## config.mk

```make
export PLATFORM = sky130hd
export DESIGN_NAME = a2d_intf
export DESIGN_NICKNAME = d
export VERILOG_FILES = /design/src/rtl/a2d_intf.sv
export SDC_FILE = /design/constraint.sdc
export NUM_CORES = 1
export LEC_CHECK = 0
export BUFFER_PORTS_ARGS = -buffer_cell sky130_fd_sc_hd__buf_2
export CORE_ASPECT_RATIO = 1.2
export CORE_MARGIN = 2
export CORE_UTILIZATION = 45
export CTS_CLUSTER_DIAMETER = 60
export DETAILED_ROUTE_END_ITERATION = 12
export PLACE_DENSITY = 0.64
export SYNTH_ARGS = -nofsm -noshare
export SYNTH_HDL_FRONTEND = slang
export SYNTH_SLANG_ARGS = --single-unit
```

## constraint.sdc

```tcl
create_clock -name clk -period 2.6 [get_ports clk]
set_clock_uncertainty 0.05 [all_clocks]
set_input_delay 0.26 -clock clk [delete_from_list [all_inputs] [get_ports clk]]
set_output_delay 0.26 -clock clk [all_outputs]
set_load 0.05 [all_outputs]
```

## src/rtl/a2d_intf.sv

```systemverilog
// a2d_intf: SPI master that reads left load cell, right load cell and battery from the A2D on each nxt.
// Optional A2D_FILT_EN: each result becomes the average of its previous value and the new sample.
module a2d_intf #(
  parameter logic [2:0]  LFT_CH   = 3'd0,
  parameter logic [2:0]  RGHT_CH  = 3'd4,
  parameter logic [2:0]  BATT_CH  = 3'd5,
  parameter int unsigned SCLK_DIV = 32
) (
  input  logic        clk,
  input  logic        rst_n,
  input  logic        nxt,
  input  logic        MISO,
  output logic        SS_n,
  output logic        SCLK,
  output logic        MOSI,
  output logic [11:0] lft_ld,
  output logic [11:0] rght_ld,
  output logic [11:0] batt,
  output logic        busy,
  output logic        cnv_cmplt
);

  localparam int unsigned H  = SCLK_DIV / 2;
  localparam int          CW = $clog2(SCLK_DIV);
  localparam logic [CW-1:0] H_LAST   = CW'(H - 1);
  localparam logic [CW-1:0] H_CNT    = CW'(H);
  localparam logic [CW-1:0] PER_LAST = CW'(SCLK_DIV - 1);

  typedef enum logic [2:0] {IDLE, FRONT, SHIFT, BACK, GAP, DONE} state_t;

  state_t        state, nxt_state;
  logic [CW-1:0] cnt, cnt_nxt;
  logic [3:0]    bit_cnt, bit_cnt_nxt;
  logic [1:0]    ch;
  logic [15:0]   tx_shft;
  logic [11:0]   rx_shft;
  logic          phase_end;
  logic          ss_n_d, sclk_d;
  logic          load_en;

  function automatic logic [2:0] ch_addr(input logic [1:0] c);
    case (c)
      2'd0:    ch_addr = LFT_CH;
      2'd1:    ch_addr = RGHT_CH;
      default: ch_addr = BATT_CH;
    endcase
  endfunction

  function automatic logic [15:0] cmd_word(input logic [1:0] c);
    cmd_word = {2'b00, ch_addr(c), 11'h000};
  endfunction

  always_ff @(posedge clk) begin
    if (!rst_n) begin
      state   <= IDLE;
      cnt     <= '0;
      bit_cnt <= '0;
    end else begin
      state   <= nxt_state;
      cnt     <= cnt_nxt;
      bit_cnt <= bit_cnt_nxt;
    end
  end

  // cnt times each phase; in SHIFT it wraps once per SCLK period and bit_cnt counts periods.
  always_comb begin
    nxt_state   = state;
    cnt_nxt     = cnt + 1'b1;
    bit_cnt_nxt = bit_cnt;
    phase_end   = 1'b0;
    case (state)
      IDLE: begin
        cnt_nxt = '0;
        if (nxt) nxt_state = FRONT;
      end
      FRONT: begin
        bit_cnt_nxt = '0;
        if (cnt == H_LAST) begin
          phase_end = 1'b1;
          nxt_state = SHIFT;
        end
      end
      SHIFT: begin
        if (cnt == PER_LAST) begin
          phase_end   = 1'b1;
          bit_cnt_nxt = bit_cnt + 1'b1;
          if (bit_cnt == 4'd15) nxt_state = BACK;
        end
      end
      BACK: begin
        if (cnt == H_LAST) begin
          phase_end = 1'b1;
          nxt_state = (ch == 2'd2) ? DONE : GAP;
        end
      end
      GAP: begin
        if (cnt == PER_LAST) begin
          phase_end = 1'b1;
          nxt_state = FRONT;
        end
      end
      DONE: begin
        cnt_nxt   = '0;
        nxt_state = IDLE;
      end
      default: nxt_state = IDLE;
    endcase
    if (phase_end) cnt_nxt = '0;
  end

  // SS_n and SCLK are computed from the upcoming state so their flops line up with state.
  always_comb begin
    busy      = (state != IDLE) && (state != DONE);
    cnv_cmplt = (state == DONE);
    ss_n_d    = !((nxt_state == FRONT) || (nxt_state == SHIFT) || (nxt_state == BACK));
    sclk_d    = !((nxt_state == SHIFT) && (cnt_nxt < H_CNT));
  end

  // Only the low 12 received bits are kept; the upper nibble simply shifts out.
  always_ff @(posedge clk) begin
    if (!rst_n) begin
      SS_n    <= 1'b1;
      SCLK    <= 1'b1;
      ch      <= 2'd0;
      tx_shft <= 16'h0000;
      rx_shft <= 12'h000;
    end else begin
      SS_n <= ss_n_d;
      SCLK <= sclk_d;
      if ((state == IDLE) && nxt) begin
        ch      <= 2'd0;
        tx_shft <= cmd_word(2'd0);
      end else if ((state == GAP) && phase_end) begin
        ch      <= ch + 1'b1;
        tx_shft <= cmd_word(ch + 1'b1);
      end else if ((state == SHIFT) && (cnt == PER_LAST) && (bit_cnt != 4'd15)) begin
        tx_shft <= {tx_shft[14:0], 1'b0};
      end
      if ((state == SHIFT) && (cnt == H_LAST)) rx_shft <= {rx_shft[10:0], MISO};
    end
  end

  assign MOSI    = tx_shft[15];
  assign load_en = (state == BACK) && (cnt == H_LAST);

`ifdef A2D_FILT_EN
  logic [2:0] seen;

  function automatic logic [11:0] blend(input logic [11:0] old_v, input logic [11:0] raw,
                                        input logic valid);
    logic [12:0] sum;
    sum   = {1'b0, old_v} + {1'b0, raw};
    blend = valid ? sum[12:1] : raw;
  endfunction

  always_ff @(posedge clk) begin
    if (!rst_n) begin
      lft_ld  <= 12'h000;
      rght_ld <= 12'h000;
      batt    <= 12'h000;
      seen    <= 3'b000;
    end else if (load_en) begin
      case (ch)
        2'd0: begin
          lft_ld  <= blend(lft_ld, rx_shft, seen[0]);
          seen[0] <= 1'b1;
        end
        2'd1: begin
          rght_ld <= blend(rght_ld, rx_shft, seen[1]);
          seen[1] <= 1'b1;
        end
        default: begin
          batt    <= blend(batt, rx_shft, seen[2]);
          seen[2] <= 1'b1;
        end
      endcase
    end
  end
`else
  always_ff @(posedge clk) begin
    if (!rst_n) begin
      lft_ld  <= 12'h000;
      rght_ld <= 12'h000;
      batt    <= 12'h000;
    end else if (load_en) begin
      case (ch)
        2'd0:    lft_ld  <= rx_shft;
        2'd1:    rght_ld <= rx_shft;
        default: batt    <= rx_shft;
      endcase
    end
  end
`endif

  // SCLK may only toggle while the chip select is active.
  a_sclk_idle: assert property (@(posedge clk) disable iff (!rst_n) SS_n |-> SCLK);

endmodule
```

==> results.tsv, run 1 <==
stage	metric	value	unit
routing	vias	2359	
sta	TNS Setup	0	ns
worst_hold_path	Hold Path Sink	rx_shft[0]$_SDFFE_PN0P_	
floorplan	Initial Utilization	46.6	%
synth	Mapped Nets	350	
synth	Area contributors post-synth	dfxtp_1 49%, nand2_1 11%, a21oi_1 9.9%, nand3_1 6.2%, ha_1 4.0%	
routing	Starting DRT DRC Count	212	
routing	drt pass-1 iters	4	
synth	post-synthesis cell type count	43	
global_routing	largest net degree at the start of global routing	42	
critical_path	R2R cell count	7	
sta	RSZ-0062 raised after global routing	no	
synth	Cells after Synth	337	
routing	Total Routed Length	6150	um
clock_network	CTS buffer count	9	
cells_and_area	nets@finish	390	
pwr	Pwr per Cell Area	610	mW/mm2
sta	Tcrit/Tclk final	81.5	%
run	Max Cap Viol	0	
clock_network	Post-CTS Setup Repair Bufs	0	
pwr	Total Power	2000	uW
place	# port buffers	44	
floorplan	row cnt	31	
floorplan	die area	0.00692	mm2
global_routing	first-pass GRT wire length	10300	um
run_status	status	finished, final reports clean	
pwr	maximum VDD drop	0.313	mV
place	HPWL after DPL	4230	um
clock_network	CTS tree	built	
critical_path	R2R setup slack	0.48	ns
pwr	Leak	0.00126	uW
floorplan	# IOs	45	
critical_path	Crit path required time	2.76	ns
floorplan	DIE HEIGHT	90.7	um
worst_hold_path	worst hold stages	3	
global_routing	grt ovf	0	
cells_and_area	Fill cells	608	
floorplan	die width	76.3	um
sta	Worst-Margin Slew	0.595	ns
synth	post-synthesis register bit count	69	
routing	vias per cell	5.08	
global_routing	GRT Overall Usage	18.6	%
synth	Yosys top cell area share	49.0	%
synth	syn_area_per_cell	8.37	um2
worst_hold_path	HP Start	MISO	
sta	Slew headroom	60.3	%
synth	Synth Flop Type	dfxtp_1	
floorplan	core footprint	0.00605	mm2
critical_path	Reg-to-Reg Start	cnt[0]$_SDFF_PP0_	
clock_network	Post-CTS Hold Fix Bufs	0	
routing	Residual DRC	0	
clock_network	# clock sinks	69	
critical_path	crit path max fanout	12	
global_routing	vias in the first global route	2162	
synth	async set or reset register ratio after synthesis	0	%
synth	EDFF count, synth	0	
sta	min Tclk post-route	2.12	ns
clock_network	Worst-path clk slew	0.07	ns
routing	Post-DRT Antenna Nets	0	
critical_path	startpoint types	flip-flop	
synth	total of warnings raised by yosys	0	
clock_network	CTS Root Cell	clkbuf_8	
cells_and_area	layout cells sized above 1	20.4	%
synth	Seq/Total Area, Yosys	49.0	%
sta	Max Clk Rate	472	MHz
critical_path	critical path class	flip-flop to flip-flop	
cells_and_area	# diodes	0	
synth	leading area contributor after synthesis	dfxtp_1	
clock_network	# resized after CTS	0	
worst_hold_path	worst hold path class	input pin to flip-flop	
global_routing	initial antenna violation count	0	
routing	average wire per standard cell	13.3	um
cells_and_area	commonest non-fill, non-tap cell in the layout	nand2_1	
cells_and_area	commonest non-fill, non-tap cells in the layout	83 x nand2_1, 69 x dfxtp_1, 56 x a21oi_1, 44 x buf_2, 35 x nand3_1	
cells_and_area	synthesis-to-finish area growth	15.9	%
clock_network	maximum clock insertion buffer count	2	
sta	endpoints failing hold	0	
place	Placer Congestion	0.795	
sta	count of final max-slew check failures	0	
sta	setup violators final	0	
clock_network	worst skew pair latency	0.34	ns
critical_path	Arrival @ worst endpoint	2.28	ns
clock_network	H-Tree Depth	3	
synth	Cell Area, Synth	0.00282	mm2
critical_path	RR Endpoint	lft_ld[5]$_SDFFE_PN0P_	
critical_path	Crit. End Element	flip-flop	
logic make-up (layout without fill, tap and decap cells):
kind of cell	after synthesis	in the layout	share of synthesized area (%)
buf+inv	27	72	5.14
fa+ha+maj	9	9	3.99
flops	69	69	49.0
mux	1	1	0.355
simple gates	156	156	25.9
compound gates	70	70	14.1
xor+xnor	5	5	1.55
cell type report:
cell class | instances | area [um2] | area share [%]
clock buffer | 10 | 138 | 4.21
clock inverter | 6 | 62.6 | 1.91
inverter | 5 | 18.8 | 0.574
multi-input combinational | 241 | 1290 | 39.6
sequential | 69 | 1380 | 42.2
tap | 82 | 103 | 3.14
timing repair buffer | 51 | 273 | 8.34
power breakdown:
part           internal (uW)  total [uW]  switching, uW
registers               1060        1070           6.92
clock network            467         869            401
logic                   18.9        60.7           41.8
total                   1550        2000            450
worst max-delay path: stages, from the launching register on:
cell and delay [ns]:
dfxtp_1 0.35, ha_1 0.19, and3_1 0.22, ha_1 0.34, and4b_1 0.31, nand2_1 0.30
nand2_1 0.16, a21oi_1 0.07
sequential cells by signal, summed over array words and instances, names as in the netlist:
name     flops
batt        12
lft_ld      12
rght_ld     12
rx_shft     12
cnt          5
tx_shft      5
bit_cnt      4
state        3
ch           2
SCLK         1
SS_n         1
stage by stage:
| stage | instances | instance area (um2) | utilization (%) | worst slack, ns | hold slack (ns) |
|---|---|---|---|---|---|
| final | 464 | 3270 | 54.1 | 0.481 | 0.114 |
| after global routing | 464 | 3270 | 54.1 | 0.321 | 0.117 |
| after floorplan | 337 | 2820 | - | 0.656 | 0.291 |
| after detailed placement | 448 | 3070 | 50.7 | 0.470 | 0.390 |
| after global placement | 448 | 3070 | 50.7 | 0.511 | 0.382 |
| after CTS | 464 | 3270 | 54.1 | 0.462 | 0.0948 |
Yosys cell counts, types with 2 or more instances:
cell and instances:
nor3_1 2, inv_1 4, buf_2 8, nor2_1 12, o21ai_0 2, nand3b_1 2, xnor2_1 3, nand3_1 35
and3_1 4, dfxtp_1 69, ha_1 9, buf_4 5, buf_6 2, nand2b_1 7, a21oi_1 56, nand2_1 83
xor2_1 2, clkbuf_1 7
routing by layer:
metal	track usage [%]	vias up	wire length [um]
met4	7.27	0	65
met5	0	-	0
met1	22.4	1085	2770
met2	31.2	47	3060
met3	5.30	5	255
li1	-	1222	-
worst max path at each step:
stage,startpoint,endpoint,slack [ns],cells past startpoint
global placement,cnt[0]$_SDFF_PP0_,tx_shft[13]$_SDFFE_PP0P_,0.51,8
finish,cnt[0]$_SDFF_PP0_,lft_ld[5]$_SDFFE_PN0P_,0.48,7
detailed placement,cnt[0]$_SDFF_PP0_,lft_ld[5]$_SDFFE_PN0P_,0.47,7
CTS,cnt[0]$_SDFF_PP0_,lft_ld[5]$_SDFFE_PN0P_,0.46,7
global route,cnt[0]$_SDFF_PP0_,lft_ld[5]$_SDFFE_PN0P_,0.32,7
floorplan,cnt[0]$_SDFF_PP0_,batt[1]$_SDFFE_PN0P_,0.66,8
Note: power is estimated with default switching activity, not from simulation.
==> inputs of run 2 (changes only) <==
--- a/config.mk
+++ b/config.mk
@@ -11,7 +11,7 @@
 export CORE_UTILIZATION = 45
 export CTS_CLUSTER_DIAMETER = 60
 export DETAILED_ROUTE_END_ITERATION = 12
-export PLACE_DENSITY = 0.64
+export PLACE_DENSITY = 0.66
 export SYNTH_ARGS = -nofsm -noshare
 export SYNTH_HDL_FRONTEND = slang
 export SYNTH_SLANG_ARGS = --single-unit
==> constraint.sdc (replaced) <==
create_clock -name clk -period 1.85 [get_ports clk]
set_clock_uncertainty 0.05 [all_clocks]
set_input_delay 0.185 -clock clk [delete_from_list [all_inputs] [get_ports clk]]
set_output_delay 0.185 -clock clk [all_outputs]
set_load 0.05 [all_outputs]
==> run 2 against run 1 <==
Effect of this change:
- sequential power up 39%
- non-clock buffer count up 17
- combinational power up 85%
==> results.tsv, run 2 (synthesis gave the netlist of run 1 again) <==
stage	metric	value	unit
floorplan	die area	0.00692	mm2
routing	vias	2517	
floorplan	row cnt	31	
clock_network	worst skew pair latency	0.34	ns
global_routing	GRT Overall Usage	18.8	%
routing	vias per cell	5.23	
floorplan	# IOs	45	
clock_network	Worst-path clk slew	0.07	ns
sta	count of final max-slew check failures	0	
clock_network	maximum clock insertion buffer count	2	
cells_and_area	commonest non-fill, non-tap cell in the layout	nand2_1	
worst_hold_path	HP Start	MISO	
cells_and_area	nets@finish	407	
cells_and_area	layout cells sized above 1	27.8	%
critical_path	CP max stage delay	0.32	ns
routing	Post-DRT Antenna Nets	0	
sta	Tcrit/Tclk final	98.0	%
place	Place WS	-0.00441	ns
sta	min Tclk post-route	1.81	ns
place	HPWL after DPL	4400	um
floorplan	die width	76.3	um
global_routing	vias in the first global route	2323	
clock_network	CTS buffer count	9	
pwr	Leak	0.00139	uW
critical_path	delay-heaviest family, CP	simple AND/OR/NAND/NOR gates	
sta	RSZ-0062 raised after global routing	yes	
critical_path	slowest stage cell on the critical path	dfxtp_2	
clock_network	CTS tree	built	
pwr	Clock Power Share	47.7	%
cells_and_area	# diodes	0	
routing	Residual DRC	0	
place	Placer Congestion	0.860	
routing	average wire per standard cell	13.5	um
routing	Starting DRT DRC Count	139	
place	# port buffers	44	
routing	drt pass-1 iters	4	
sta	setup violators final	0	
pwr	internal power	2420	uW
pwr	Pwr per Cell Area	857	mW/mm2
clock_network	CTS Root Cell	clkbuf_8	
critical_path	startpoint types	flip-flop	
cells_and_area	Final Core Density	59.1	%
critical_path	CP Buf/Inv Count	1	
run	Max Cap Viol	0	
pwr	Logic pwr share	3.6	%
floorplan	Initial Utilization	46.6	%
critical_path	crit path max fanout	7	
run_status	status	finished, final reports clean	
critical_path	Critical Path Start	cnt[0]$_SDFF_PP0_	
global_routing	largest net degree at the start of global routing	33	
sta	Slew headroom	68.8	%
critical_path	Crit path required time	2.05	ns
sta	setup ws final	0.0363	ns
pwr	P_sw	642	uW
critical_path	Arrival @ worst endpoint	2.01	ns
global_routing	grt ovf	0	
critical_path	CP Cell Sequence	ha_1 > and3_4 > ha_4 > nor4bb_1 > buf_4 > nor2_2 > o221ai_1 > o2111ai_1	
sta	Max Clk Rate	551	MHz
global_routing	initial antenna violation count	0	
critical_path	Crit. End Element	flip-flop	
sta	Worst-Margin Slew	0.464	ns
pwr	Flop pwr share	48.7	%
floorplan	DIE HEIGHT	90.7	um
pwr	Sw Ratio	20.9	%
critical_path	critical path class	flip-flop to flip-flop	
sta	TNS Setup	0	ns
cells_and_area	synthesis-to-finish area growth	26.8	%
cells_and_area	Fill cells	572	
cells_and_area	commonest non-fill, non-tap cells in the layout	81 x nand2_1, 66 x dfxtp_1, 52 x a21oi_1, 44 x buf_2, 35 x nand3_1	
critical_path	Reg-to-Reg Start	cnt[0]$_SDFF_PP0_	
sta	endpoints failing hold	0	
global_routing	first-pass GRT wire length	10500	um
worst_hold_path	worst hold path class	input pin to flip-flop	
pwr	maximum VDD drop	0.396	mV
routing	Total Routed Length	6470	um
clock_network	# clock sinks	69	
floorplan	core footprint	0.00605	mm2
clock_network	H-Tree Depth	3	
## run 2: cell types whose count changed in the layout (fill, tap and decap cells not counted), sizes merged
cell      before  now
buf           51   68
bufinv         1    3
clkinv         5    2
clkinvlp       0    1
## run 2: what timing repair did
action / in CTS / in global routing
pin swaps: 1 / 3
gates resized for setup: 4 / 20
endpoints found under the setup margin: 4 / 49
buffers inserted: 1 / 2
hold buffers: 0 / 0
cloned: 0 / 1
## run 2: area by class of cell
cell class	instances	area, um2	area share, %
Clock buffer	10	128	3.57
Clock inverter	6	111	3.11
Inverter	5	18.8	0.525
Multi-Input combinational cell	241	1390	38.8
Sequential cell	69	1390	38.7
Tap cell	82	103	2.87
Timing Repair Buffer	68	444	12.4
## run 2: path summary, 6_finish.rpt
path | end | slack, ns | cells after the start
worst max register to register | SS_n$_SDFF_PN1_ | 0.04 | 8
worst max-delay path | SS_n$_SDFF_PN1_ | 0.04 | 8
worst min register to register | rght_ld[5]$_SDFFE_PN0P_ | 0.40 | 2
worst min-delay path | rx_shft[0]$_SDFFE_PN0P_ | 0.04 | 3
## run 2: worst register-to-register path, stage by stage (launching register included)
cell	delay, ns
dfxtp_2	0.32
ha_1	0.20
and3_4	0.21
ha_4	0.18
nor4bb_1	0.13
buf_4	0.16
nor2_2	0.12
o221ai_1	0.12
o2111ai_1	0.25
## run 2: through the flow
step / hold WS (ns) / instances / instance area, um2 / total power, uW
2_1_floorplan: 0.216 / 337 / 2840 / 1600
3_3_place_gp: 0.390 / 461 / 3210 / 1630
3_5_place_dp: 0.393 / 461 / 3210 / 1630
4_1_cts: 0.0188 / 478 / 3480 / 3100
5_1_grt: 0.0366 / 481 / 3580 / 3170
6_report: 0.0391 / 481 / 3580 / 3070
## run 2: power groups by stage
stage	sequential [uW]	combinational [uW]	clock (uW)
3_3_place_gp	1530	105	0
3_5_place_dp	1530	106	0
5_1_grt	1490	121	1560
4_1_cts	1490	107	1500
6_report	1490	112	1460
2_1_floorplan	1540	63.0	0
## run 2: per-layer routing
metal / part of all wire [%] / wire (um) / GRT usage, % / vias to the layer above
li1: - / - / - / 1256
met1: 44 / 2830 / 21.8 / 1181
met2: 50 / 3210 / 32.8 / 68
met3: 4.7 / 307 / 4.80 / 12
met4: 1.9 / 124 / 7.88 / 0
met5: 0 / 0 / 0 / -
